**config.mk**
```make
export PLATFORM = sky130hd
export DESIGN_NAME = eth_phy_10g_rx_frame_sync
export DESIGN_NICKNAME = d
export VERILOG_FILES = /design/src/rtl/eth_phy_10g_pkg.sv /design/src/rtl/eth_phy_10g_sat_counter.sv /design/src/rtl/eth_phy_10g_rx_frame_sync.sv
export SDC_FILE = /design/constraint.sdc
export NUM_CORES = 1
export LEC_CHECK = 0
export ABC_CLOCK_PERIOD_IN_PS = 5370
export CORE_AREA = 2 2 80 82
export DETAILED_ROUTE_END_ITERATION = 7
export DIE_AREA = 0 0 82 84
export GPL_ROUTABILITY_DRIVEN = 0
export GPL_TIMING_DRIVEN = 0
export SYNTH_ARGS = -nofsm -noshare
export SYNTH_HDL_FRONTEND = slang
export SYNTH_SLANG_ARGS = --single-unit
```
**constraint.sdc**
```tcl
create_clock -name rx_clk -period 5.37 [get_ports rx_clk]
set_input_delay 0.537 -clock rx_clk [delete_from_list [all_inputs] [get_ports rx_clk]]
set_output_delay 0.537 -clock rx_clk [all_outputs]
set_load 0.02 [all_outputs]
```
**src/rtl/eth_phy_10g_pkg.sv**
```systemverilog
// Shared types and helpers for the 10G PHY receive path.
// Holds the frame-sync state encoding and sync header classification.
package eth_phy_10g_pkg;

  typedef enum logic [1:0] {
    FS_HUNT,
    FS_LOCKED,
    FS_SLIP_HIGH,
    FS_SLIP_WAIT
  } fs_state_t;

  localparam logic [1:0] SYNC_DATA = 2'b01;
  localparam logic [1:0] SYNC_CTRL = 2'b10;

  function automatic logic sh_is_valid(
    input logic [1:0] hdr
  );
    return (hdr == SYNC_DATA) || (hdr == SYNC_CTRL);
  endfunction

endpackage

```
**src/rtl/eth_phy_10g_sat_counter.sv**
```systemverilog
// Saturating up-counter with asynchronous active-high clear.
// Holds at all-ones once reached; used for receive statistics.
module eth_phy_10g_sat_counter #(
  parameter int WIDTH = 8
) (
  input  logic             i_clk,
  input  logic             i_rst,
  input  logic             i_inc,
  output logic [WIDTH-1:0] o_count
);

  logic [WIDTH-1:0] r_count;

  // Count requested events, stopping at the maximum value.
  always_ff @(posedge i_clk or posedge i_rst) begin
    if (i_rst) begin
      r_count <= '0;
    end else if (i_inc && (r_count != '1)) begin
      r_count <= r_count + WIDTH'(1);
    end
  end

  assign o_count = r_count;

endmodule

```
**src/rtl/eth_phy_10g_rx_frame_sync.sv**
```systemverilog
// 64b/66b receive block-lock engine: hunts via bitslip, tracks lock.
// Define ETH_PHY_RX_FRAME_SYNC_STATS_EN to build slip/invalid counters.
module eth_phy_10g_rx_frame_sync
  import eth_phy_10g_pkg::*;
#(
  parameter int HDR_WIDTH           = 2,
  parameter int BITSLIP_HIGH_CYCLES = 1,
  parameter int BITSLIP_LOW_CYCLES  = 8,
  parameter int SH_LOCK_COUNT       = 64,
  parameter int SH_INVALID_LIMIT    = 16
) (
  input  logic                 rx_clk,
  input  logic                 rx_rst,
  input  logic [HDR_WIDTH-1:0] serdes_rx_hdr,
  input  logic                 serdes_rx_hdr_valid,
  output logic                 serdes_rx_bitslip,
  output logic                 rx_block_lock,
  output logic                 rx_sh_invalid,
  output logic [7:0]           rx_slip_count,
  output logic [15:0]          rx_sh_invalid_count
);

  localparam int CNT_W = $clog2(SH_LOCK_COUNT) + 1;
  localparam int INV_W = $clog2(SH_INVALID_LIMIT) + 1;
  localparam int TMR_MAX =
    (BITSLIP_HIGH_CYCLES > BITSLIP_LOW_CYCLES) ?
    BITSLIP_HIGH_CYCLES : BITSLIP_LOW_CYCLES;
  localparam int TMR_W = $clog2(TMR_MAX + 1);

  localparam logic [CNT_W-1:0] LOCK_END =
    CNT_W'(SH_LOCK_COUNT);
  localparam logic [INV_W-1:0] INV_END =
    INV_W'(SH_INVALID_LIMIT);
  localparam logic [TMR_W-1:0] HIGH_END =
    TMR_W'(BITSLIP_HIGH_CYCLES - 1);
  localparam logic [TMR_W-1:0] LOW_END =
    TMR_W'(BITSLIP_LOW_CYCLES - 1);

  fs_state_t        r_state;
  logic [CNT_W-1:0] r_sh_cnt;
  logic [INV_W-1:0] r_invld_cnt;
  logic [TMR_W-1:0] r_slip_timer;
  logic             r_bitslip;
  logic             r_lock;
  logic             r_sh_invalid;

  logic             w_qual;
  logic             w_hdr_ok;
  logic             w_invalid;
  logic [CNT_W-1:0] w_sh_cnt_inc;
  logic [INV_W-1:0] w_invld_inc;

  assign w_qual = serdes_rx_hdr_valid &&
    ((r_state == FS_HUNT) || (r_state == FS_LOCKED));
  assign w_hdr_ok     = sh_is_valid(serdes_rx_hdr[1:0]);
  assign w_invalid    = w_qual && !w_hdr_ok;
  assign w_sh_cnt_inc = r_sh_cnt + CNT_W'(1);
  assign w_invld_inc  = r_invld_cnt + INV_W'(1);

  // Block-lock state machine with registered status outputs.
  always_ff @(posedge rx_clk or posedge rx_rst) begin
    if (rx_rst) begin
      r_state      <= FS_HUNT;
      r_sh_cnt     <= '0;
      r_invld_cnt  <= '0;
      r_slip_timer <= '0;
      r_bitslip    <= 1'b0;
      r_lock       <= 1'b0;
      r_sh_invalid <= 1'b0;
    end else begin
      r_sh_invalid <= w_invalid;
      unique case (r_state)
        FS_HUNT: begin
          if (w_qual) begin
            if (!w_hdr_ok) begin
              r_sh_cnt     <= '0;
              r_slip_timer <= '0;
              r_bitslip    <= 1'b1;
              r_state      <= FS_SLIP_HIGH;
            end else if (w_sh_cnt_inc == LOCK_END) begin
              r_sh_cnt    <= '0;
              r_invld_cnt <= '0;
              r_lock      <= 1'b1;
              r_state     <= FS_LOCKED;
            end else begin
              r_sh_cnt <= w_sh_cnt_inc;
            end
          end
        end
        FS_LOCKED: begin
          if (w_qual) begin
            if (!w_hdr_ok && (w_invld_inc == INV_END)) begin
              r_sh_cnt     <= '0;
              r_invld_cnt  <= '0;
              r_slip_timer <= '0;
              r_lock       <= 1'b0;
              r_bitslip    <= 1'b1;
              r_state      <= FS_SLIP_HIGH;
            end else if (w_sh_cnt_inc == LOCK_END) begin
              r_sh_cnt    <= '0;
              r_invld_cnt <= '0;
            end else begin
              r_sh_cnt <= w_sh_cnt_inc;
              if (!w_hdr_ok) begin
                r_invld_cnt <= w_invld_inc;
              end
            end
          end
        end
        FS_SLIP_HIGH: begin
          if (r_slip_timer == HIGH_END) begin
            r_slip_timer <= '0;
            r_bitslip    <= 1'b0;
            r_state      <= FS_SLIP_WAIT;
          end else begin
            r_slip_timer <= r_slip_timer + TMR_W'(1);
          end
        end
        FS_SLIP_WAIT: begin
          if (r_slip_timer == LOW_END) begin
            r_slip_timer <= '0;
            r_sh_cnt     <= '0;
            r_invld_cnt  <= '0;
            r_state      <= FS_HUNT;
          end else begin
            r_slip_timer <= r_slip_timer + TMR_W'(1);
          end
        end
        default: begin
          r_state <= FS_HUNT;
        end
      endcase
    end
  end

  assign serdes_rx_bitslip = r_bitslip;
  assign rx_block_lock     = r_lock;
  assign rx_sh_invalid     = r_sh_invalid;

`ifdef ETH_PHY_RX_FRAME_SYNC_STATS_EN
  logic w_enter_slip;

  assign w_enter_slip = w_invalid &&
    ((r_state == FS_HUNT) || (w_invld_inc == INV_END));

  eth_phy_10g_sat_counter #(
    .WIDTH(8)
  ) u_slip_cnt (
    .i_clk   (rx_clk),
    .i_rst   (rx_rst),
    .i_inc   (w_enter_slip),
    .o_count (rx_slip_count)
  );

  eth_phy_10g_sat_counter #(
    .WIDTH(16)
  ) u_invld_cnt (
    .i_clk   (rx_clk),
    .i_rst   (rx_rst),
    .i_inc   (w_invalid),
    .o_count (rx_sh_invalid_count)
  );
`else
  assign rx_slip_count       = '0;
  assign rx_sh_invalid_count = '0;
`endif

endmodule
```
; ---- After elaboration in Yosys (flattened, before gate mapping)
; Cells that the tools add are included.
; Widths: inputs -> output; s select.
[totals]
ff_bits = 21
elab_cells = 88
out_inout_bits = 27
in_bits = 5
[classes]
reduce_logical = 17
eq_ne = 18
addsub = 3
n_mux = 43
[ops]
columns = cell, count
row1 = $mux 7, 6
row2 = $mux 5, 8
row3 = $mux 4, 6
row4 = $pmux 7 s3, 1
row5 = $reduce_and 6->1, 3
row6 = $pmux 4 s4, 1
row7 = $pmux 5 s3, 1
row8 = $mux 2, 7
row9 = $ne 2x2->1 const B, 6
row10 = $mux 1, 10
row11 = $pmux 2 s4, 1
row12 = $reduce_and 4->1, 2
row13 = $add 7x1->7 const B, 1
row14 = $eq 7x7->1 const B, 1
row15 = $reduce_and 7->1, 1
row16 = $eq 2x2->1 const B, 3
row17 = $reduce_bool 3->1, 2
row18 = $add 5x1->5 const B, 1
row19 = $eq 5x5->1 const B, 1
row20 = $add 4x1->4 const B, 1
row21 = $eq 2x1->1 const B, 2
row22 = $eq 4x3->1 const B, 1
row23 = $logic_not 4->1, 1
row24 = $ne 2x1->1 const B, 2
row25 = other kinds (9), 12

; ---- Longest topological paths before layout
; Gate-level depths: netlist of run 1.
[logic_depth]
word_depth = 7
ltp_mapped = 9
ltp_nobuf = 7

; ---- Worst setup path before layout of run 1
; OpenSTA, ideal clock, no wires.
[synth_path]
path_kind = reg-to-reg
from = reg r_invld_cnt[0]
to = reg r_state[0]
setup_ps = 133
period_less_slack_ps = 1760
arrival_ps = 1628
path_buffers = 0
setup_slack_ps = 3610
required_time_ps = 5237
path_stages_with_launch = 7
path_cell_list = dfrtp_1 ha_1 xnor2_1 nand4_2 a21o_1 a2111oi_2 nor4_1
[synth_between]
elab_chain_cells = 5
[synth_lines]
columns = item, line
row1 = from (decl), eth_phy_10g_rx_frame_sync.sv:41  ; logic [INV_W-1:0] r_invld_cnt;
row2 = from (signal assigned), eth_phy_10g_rx_frame_sync.sv:105  ; r_invld_cnt <= w_invld_inc;
row3 = $add 5x1->5, eth_phy_10g_rx_frame_sync.sv:58  ; assign w_invld_inc = r_invld_cnt + INV_W'(1);
row4 = $eq 5x5->1, eth_phy_10g_rx_frame_sync.sv:92  ; if (!w_hdr_ok && (w_invld_inc == INV_END)) begin
row5 = $logic_and 1x1->1, eth_phy_10g_rx_frame_sync.sv:92
row6 = $ne 2x1->1 (no line), n/a
row7 = $reduce_and 6->1 (no line), n/a
row8 = to (signal assigned), eth_phy_10g_rx_frame_sync.sv:84  ; r_state <= FS_LOCKED;
row9 = to (signal assigned), eth_phy_10g_rx_frame_sync.sv:98  ; r_state <= FS_SLIP_HIGH;
row10 = to (signal assigned), eth_phy_10g_rx_frame_sync.sv:114  ; r_state <= FS_SLIP_WAIT;
row11 = to (decl), eth_phy_10g_rx_frame_sync.sv:39  ; fs_state_t r_state;
; Every way passes these cells.
; A chain may end at the register's enable or synchronous reset.

; ---- Worst setup path after layout of run 1
[layout_path]
from = in serdes_rx_hdr[1]
to = reg r_state[1]
[layout_between]
elab_chain_cells = 6
word_cells_on_any_way = 11
classes_between = eq/ne: 4 / mux: 3 / reduce/logical: 4
[layout_lines]
columns = item, line
row1 = from (decl), eth_phy_10g_rx_frame_sync.sv:14  ; input logic [HDR_WIDTH-1:0] serdes_rx_hdr,
row2 = $eq 2x1->1 / $eq 2x2->1 (equally long branches), eth_phy_10g_pkg.sv:18  ; return (hdr == SYNC_DATA) || (hdr == SYNC_CTRL);
row3 = $logic_or 1x1->1 (*), eth_phy_10g_pkg.sv:18
row4 = $logic_not 1->1, n/a
row5 = $logic_and 1x1->1, eth_phy_10g_rx_frame_sync.sv:92
row6 = $ne 2x1->1 (no line), n/a
row7 = $reduce_and 6->1 (no line), n/a
; Every way passes the cells marked *; elsewhere a longest branch is shown, timed or not. The select of a mux whose other input is x is not followed.

==> summary.md, run 1 <==
| Metric | Value |
|---|---|
| Final non-filler cell area | slightly above 2000 sq um |
| Mapped cell area | approximately 1800 sq um |
| Post-CTS Setup Bufs | 0 |
| Hold_sp | serdes_rx_bitslip |
| Synth Register Bits | 21 |
| Unrepaired setup endpoints after global routing | false |
| Io pins | 32 |
| Vias per cell | 4.70 |
| Placeable Area | 6100 sq um |
| Max Cap Viol | 0 |
| Post-synth top area share | a little under a third |
| Cts-stage hold buffer count | 0 |
| Placement Cell Area | about 2000 sq um |
| Post-synthesis cell type count | 53 |
| WHS | 513 ps |
| Worst skew pair latency | 280 ps |
| Cells on Worst Hold Path | 1 |
| Final critical-path share of the clock period | 39.5% |
| Setup TNS | 0 ps |
| Slew @ Worst Pin | 818 ps |
| Clock Pin Slew Worst Setup and Hold Paths | 80 ps |
| Pleak | 0.885 nW |
| Post-synth EDFFs | 0 |
| Multi-input logic area | between 1000 and 1500 sq um |
| Final Slew Violations | 0 |
| Largest fanout on the critical path | 5 |
| Final WL | 3.64 mm |
| Global-route wire length before repair | ~6.0 mm |
| Top post-synthesis cells by area | dfrtp_1 (30%), buf_4 (12%), ha_1 (6.4%) |
| Via count | 1442 |
| Flop2flop setup slack | 3360 ps |
| Total of cells resized after clock tree synthesis | 0 |
| Area of the die | 6890 sq um |
| Worst r2r dst | r_state[1] |
| Max clock buf depth | 2 |
| VDD IR max | 118 uV |
| CTS tree | done |
| Synth top cells by count | buf_4 (27), dfrtp_1 (21), o21ai_0 (18), inv_1 (15), nand3_1 (13) |
| CTS Buf Count | 3 |
| Worst hold path type | reg -> reg |
| Final ANT Viol Nets | 0 |
| Iter 0 DRT Violations | 189 |
| Crit path DAT | approximately 2300 ps |
| DR WL/cell | between 10 and 15 um |
| Row count | 29 |
| Slew HR | between 40% and 50% |
| Sinks on Clock Net | 21 |
| Die Y | 84 um |
| Drt drc | 0 |
| Ratio of cells with drive above 1 in the final layout | 22.2% |
| Tot GR Track Use | 10.8% |
| Critical path launch point type | input port |
| Layout fillers | 619 |
| Worst Skew | 12.7 ps |
| Initial antenna violation count | 0 |
| Synth area leader | dfrtp_1 |
| FF/Latch Area | around 530 sq um |
| Critical Path RT | 5520 ps |
| Synth warnings | 0 |
| H-tree levels | 1 |
| Post-Synthesis Cells | 196 |
| Register area share after synthesis | 30.0% |
| Largest net degree at the start of global routing | 22 |
| DP HPWL | between 2 and 3 mm |
| Root Buffer | clkbuf_8 |
| Status | finished clean |
| Hold EP | serdes_rx_bitslip |
| Initial Utilization | between 20 and 30% |
| Grt ovf | 0 |
| Post-synth ARST share | 100% |
| Iteration count of the initial detailed-routing pass | 4 |
| Via count of the first global-routing pass | between 1000 and 1500 |
| Count leader, synth | buf_4 |
| Total chip power | between 700 and 800 uW |
| Max frequency | 472 MHz |
| Final setup fails | 0 |
| # diodes | 0 |
| IO buf count | 7 |
| Synth Area per Inst | roughly 8.9 sq um |
| PD cells | 388 nW/um^2 |
| Die Width | 82 um |
| Final #Nets | 245 |
| Area delta synth->final | 17.2% |
| R2R cell count | 6 |
| R2R Path Start | r_invld_cnt[0] |
| Critical path type | in -> reg |
| Fin crit period | 2120 ps |
| Dominant synthesized flop cell | dfrtp_1 |
| Pre-CTS setup slack | 2990 ps |
| Hold Vio Cnt, Final | 0 |
| Final WS setup | 3250 ps |
| Endpoint type of the worst setup path | flop |
stage by stage:
stage | utilization [%] | std cells
final | 33.7 | 307
after global routing | 33.7 | 307
after CTS | 33.7 | 307
after detailed placement | 32.9 | 303
after global placement | 32.9 | 303
after floorplan | - | 219
registers in the layout, indices dropped and copies added (netlist names):
name               cells
r_invld_cnt            5
r_sh_cnt               7
r_slip_timer           4
r_state                2
rx_block_lock          1
rx_sh_invalid          1
serdes_rx_bitslip      1
layer usage:
metal	track usage, %	vias up	routed length, um
met3	2.06	5	139
met2	17.7	29	1770
li1	-	727	-
met1	14.1	681	1690
met5	0	-	0
met4	3.18	0	42
where the power goes:
group          total, mW  internal (mW)  leakage (nW)  switching (mW)
logic              0.463          0.182         0.581           0.281
clock network      0.111         0.0526        0.0217          0.0588
registers          0.222          0.192         0.282          0.0302
total              0.797          0.427         0.885           0.370
worst max path at each step:
| stage | slack, ps | cells past startpoint | endpoint | from |
|---|---|---|---|---|
| after global routing | 3160 | 6 | r_state[0] | serdes_rx_hdr[1] |
| after CTS | 3260 | 6 | r_state[1] | serdes_rx_hdr[1] |
| final | 3250 | 6 | r_state[1] | serdes_rx_hdr[1] |
| after detailed placement | 2990 | 6 | r_state[1] | serdes_rx_hdr[1] |
| after floorplan | 3610 | 6 | r_state[0] | r_invld_cnt[0] |
| after global placement | 3010 | 6 | r_state[1] | serdes_rx_hdr[1] |
layout by cell type (no fill, tap or decap), types with 2 or more instances in the layout:
cell type	instances
nor4_1	2
conb_1	24
a21oi_1	3
a21oi_2	2
o211ai_1	2
nor2b_1	3
clkbuf_8	3
clkdlybuf4s50_1	7
buf_2	2
mux2i_1	2
a21o_1	3
nor2_1	7
nand2_1	12
nand4_1	2
nand4_2	2
a31oi_1	3
nand3_1	13
nor3_1	5
ha_1	9
nand3b_1	4
inv_1	15
o22ai_1	2
nand3_2	2
o21ai_1	4
o21ai_0	18
dfrtp_1	21
buf_4	27
nor3b_1	2
a22o_1	2
worst max-delay path: stages:
cell and delay [ps]:
clkdlybuf4s50_1 470, xnor2_2 350, nand4_2 210, a21o_1 260, a221oi_1 330, o21ai_1 110
logic make-up after synthesis:
group | after synthesis | share of synthesized area (%)
simple gates | 63 | 22.3
compound gates | 52 | 21.9
buf+inv | 45 | 16.0
flops | 21 | 30.0
fa+ha+maj | 9 | 6.43
xor+xnor | 3 | 1.93
mux | 2 | 1.14
other cells | 1 | 0.214
area by class of cell:
| class | count | area share (%) |
|---|---|---|
| plain buffers | 30 | 10.9 |
| multi-input cells | 153 | 50.2 |
| well taps | 77 | 4.70 |
| clock inverters | 1 | 0.366 |
| flip-flops and latches | 21 | 25.6 |
| repair buffers | 7 | 3.41 |
| clock buffers | 3 | 2.01 |
| inverters | 15 | 2.74 |
(Power assumes the default switching activity.)
==> run 2: changes to the inputs <==
--- a/config.mk
+++ b/config.mk
@@ -5,7 +5,7 @@
 export SDC_FILE = /design/constraint.sdc
 export NUM_CORES = 1
 export LEC_CHECK = 0
-export ABC_CLOCK_PERIOD_IN_PS = 5370
+export ABC_CLOCK_PERIOD_IN_PS = 2100
 export CORE_AREA = 2 2 80 82
 export DETAILED_ROUTE_END_ITERATION = 7
 export DIE_AREA = 0 0 82 84
==> constraint.sdc (replaced) <==
create_clock -name rx_clk -period 2.1 [get_ports rx_clk]
set_input_delay 0.21 -clock rx_clk [delete_from_list [all_inputs] [get_ports rx_clk]]
set_output_delay 0.21 -clock rx_clk [all_outputs]
set_load 0.02 [all_outputs]
==> run 2 against run 1 <==
Net effect: first-iteration DRC count is 20% lower; core utilization is 0.21 points higher; hold slack worse by 120 ps; global-route usage stayed put; routed wire length is 0.49% lower; critical path type is now reg -> reg.
==> summary.md, run 2 (synthesized netlist as in run 1, its figures left out) <==
| Metric | Value |
|---|---|
| Area of the die | 6890 sq um (unchanged) |
| Worst Skew | 13.1 ps (was 12.7 ps) |
| Worst hold path type | in -> async (was reg -> reg) |
| Final Slew Violations | 0 (unchanged) |
| Io pins | 32 (unchanged) |
| Most frequent cells in the layout | buf_4 (27), conb_1 (24), dfrtp_1 (21) (unchanged) |
| DP HPWL | 2.71 mm (unchanged) |
| Tot GR Track Use | 10.8% (unchanged) |
| Die Y | 84 um (unchanged) |
| Biggest register | r_sh_cnt (unchanged) |
| Max clock buf depth | 2 (unchanged) |
| Post-Layout Cell Count | 307 (unchanged) |
| Root Buffer | clkbuf_8 (unchanged) |
| Placed Instances | 303 (unchanged) |
| Slew HR | 45.4% (about the same) |
| Ratio of cells with drive above 1 in the final layout | 23.5% (was 22.2%) |
| Endpoint type of the worst setup path | flop (unchanged) |
| Fin crit period | 1970 ps |
| IO buf count | 7 (unchanged) |
| Initial Utilization | 28.7% (unchanged) |
| Pleak | 0.881 nW (was 0.885 nW) |
| Max Cap Viol | 0 (unchanged) |
| Final critical-path share of the clock period | a little over nine tenths |
| Slew @ Worst Pin | 818 ps (about the same) |
| CTS tree | done (unchanged) |
| Status | finished clean (unchanged) |
| Critical path type | reg -> reg (was in -> reg) |
| Worst skew pair latency | 280 ps (about the same) |
| Via count | 1438 (was 1442) |
| PD cells | 990 nW/um^2 (was 388 nW/um^2) |
| Max frequency | 507 MHz |
| WHS | 391 ps (was 513 ps) |
| Max reg flops | 7 (unchanged) |
| Iteration count of the initial detailed-routing pass | 4 (unchanged) |
| Global-route wire length before repair | 6.04 mm (unchanged) |
| Placement Cell Area | 2000 sq um (unchanged) |
| Critical Path RT | 2320 ps (was 5520 ps) |
| Crit path DAT | 2190 ps (was 2270 ps) |
| Row count | 29 (unchanged) |
| Initial antenna violation count | 0 (unchanged) |
| Total chip power | 2.04 mW (was 797 uW) |
| Hold Vio Cnt, Final | 0 (unchanged) |
| Placeable Area | 6100 sq um (unchanged) |
| Grt ovf | 0 (unchanged) |
| Final #Nets | 245 (unchanged) |
| Critical path launch point type | flop (was input port) |
| Largest registers | r_sh_cnt: 7 flops, r_invld_cnt: 5 flops, r_slip_timer: 4 flops (unchanged) |
| H-tree levels | 1 (unchanged) |
| VDD IR max | 304 uV (was 118 uV) |
| Largest fanout on the critical path | 10 (was 5) |
| Largest net degree at the start of global routing | 22 (unchanged) |
| Setup TNS | 0 ps (unchanged) |
| Sinks on Clock Net | 21 (unchanged) |
| CTS Buf Count | 3 (unchanged) |
| Final setup fails | 0 (unchanged) |
| Commonest non-fill, non-tap cell in the layout | buf_4 (unchanged) |
| Vias per cell | 4.68 (was 4.70) |
| DR WL/cell | 11.8 um (was 11.9 um) |
| Cts-stage hold buffer count | 0 (unchanged) |
| Area delta synth->final | 17.9% (was 17.2%) |
| Final ANT Viol Nets | 0 (unchanged) |
| Drt drc | 0 (unchanged) |
| Final WL | 3.62 mm (was 3.64 mm) |
| Unrepaired setup endpoints after global routing | false (unchanged) |
| # diodes | 0 (unchanged) |
| Iter 0 DRT Violations | 152 (was 189) |
| Final non-filler cell area | 2060 sq um (was 2050 sq um) |
| Clock Pin Slew Worst Setup and Hold Paths | 90 ps (was 80 ps) |
| Via count of the first global-routing pass | 1341 (unchanged) |
| Die Width | 82 um (unchanged) |
run 2: cell counts in the layout (fill, tap and decap cells not counted):
No cell type changed its count.
run 2: stage by stage:
step	setup slack, ps	util, %
2_1_floorplan	340	-
3_3_place_gp	62.4	32.9
3_5_place_dp	50.1	32.9
4_1_cts	88.8	33.7
5_1_grt	1.89	33.9
6_report	128	33.9
run 2: worst max-delay path: stages (launching register included):
cell and delay [ps]:
dfrtp_1 420, inv_1 90, ha_1 190, buf_2 170, nor2_1 150, o221ai_1 190
buf_4 220, nor4_1 260, nand4_1 130, nand3_1 110
run 2: per-layer routing:
metal  part of all wire (%)  track usage, %  up-vias  wire length (um)
li1                       -               -      728                 -
met1                     47            14.1      679              1700
met2                     48            17.7       26              1760
met3                    3.5            2.06        5               128
met4                    1.1            3.18        0                41
met5                      0               0        -                 0
run 2: cell type report:
type | count | area, sq um
repair buffers | 7 | 70.1
clock buffers | 3 | 41.3
multi-input cells | 153 | 1040
plain buffers | 30 | 224
fillers | 621 | 4030
inverters | 15 | 56.3
well taps | 77 | 96.3
flip-flops and latches | 21 | 526
clock inverters | 1 | 7.51
run 2: power breakdown:
group / switching, mW / internal, mW / leakage, nW
Sequential: 0.0768 / 0.490 / 0.282
Combinational: 0.720 / 0.473 / 0.578
Clock: 0.150 / 0.135 / 0.0217
run 2: repair_timing:
action / 4_1_cts / 5_1_grt
buffers inserted: 0 / 0
resized for setup: 0 / 4
endpoints found under the setup margin: 0 / 3
hold endpoints to repair: 0 / 0
run 2: worst paths after layout:
kind	startpoint	to	slack, ps	cells after the start
setup / recovery	r_state[0]	r_sh_cnt[6]	130	9
hold / removal	rx_rst	r_invld_cnt[4]	390	2
setup reg to reg	r_state[0]	r_sh_cnt[6]	130	9
hold reg to reg	serdes_rx_bitslip	serdes_rx_bitslip	510	1
max in group asynchronous	rx_rst	r_state[1]	1190	2
min in group rx_clk	serdes_rx_bitslip	serdes_rx_bitslip	510	1
==> run 3: changes to the inputs <==
--- a/config.mk
+++ b/config.mk
@@ -7,6 +7,7 @@
 export LEC_CHECK = 0
 export ABC_CLOCK_PERIOD_IN_PS = 2100
 export CORE_AREA = 2 2 80 82
+export CTS_CLUSTER_DIAMETER = 30
 export DETAILED_ROUTE_END_ITERATION = 7
 export DIE_AREA = 0 0 82 84
 export GPL_ROUTABILITY_DRIVEN = 0
==> results of run 3 <==
Same layout as run 2: the final DEF is identical, and so are final timing and power.
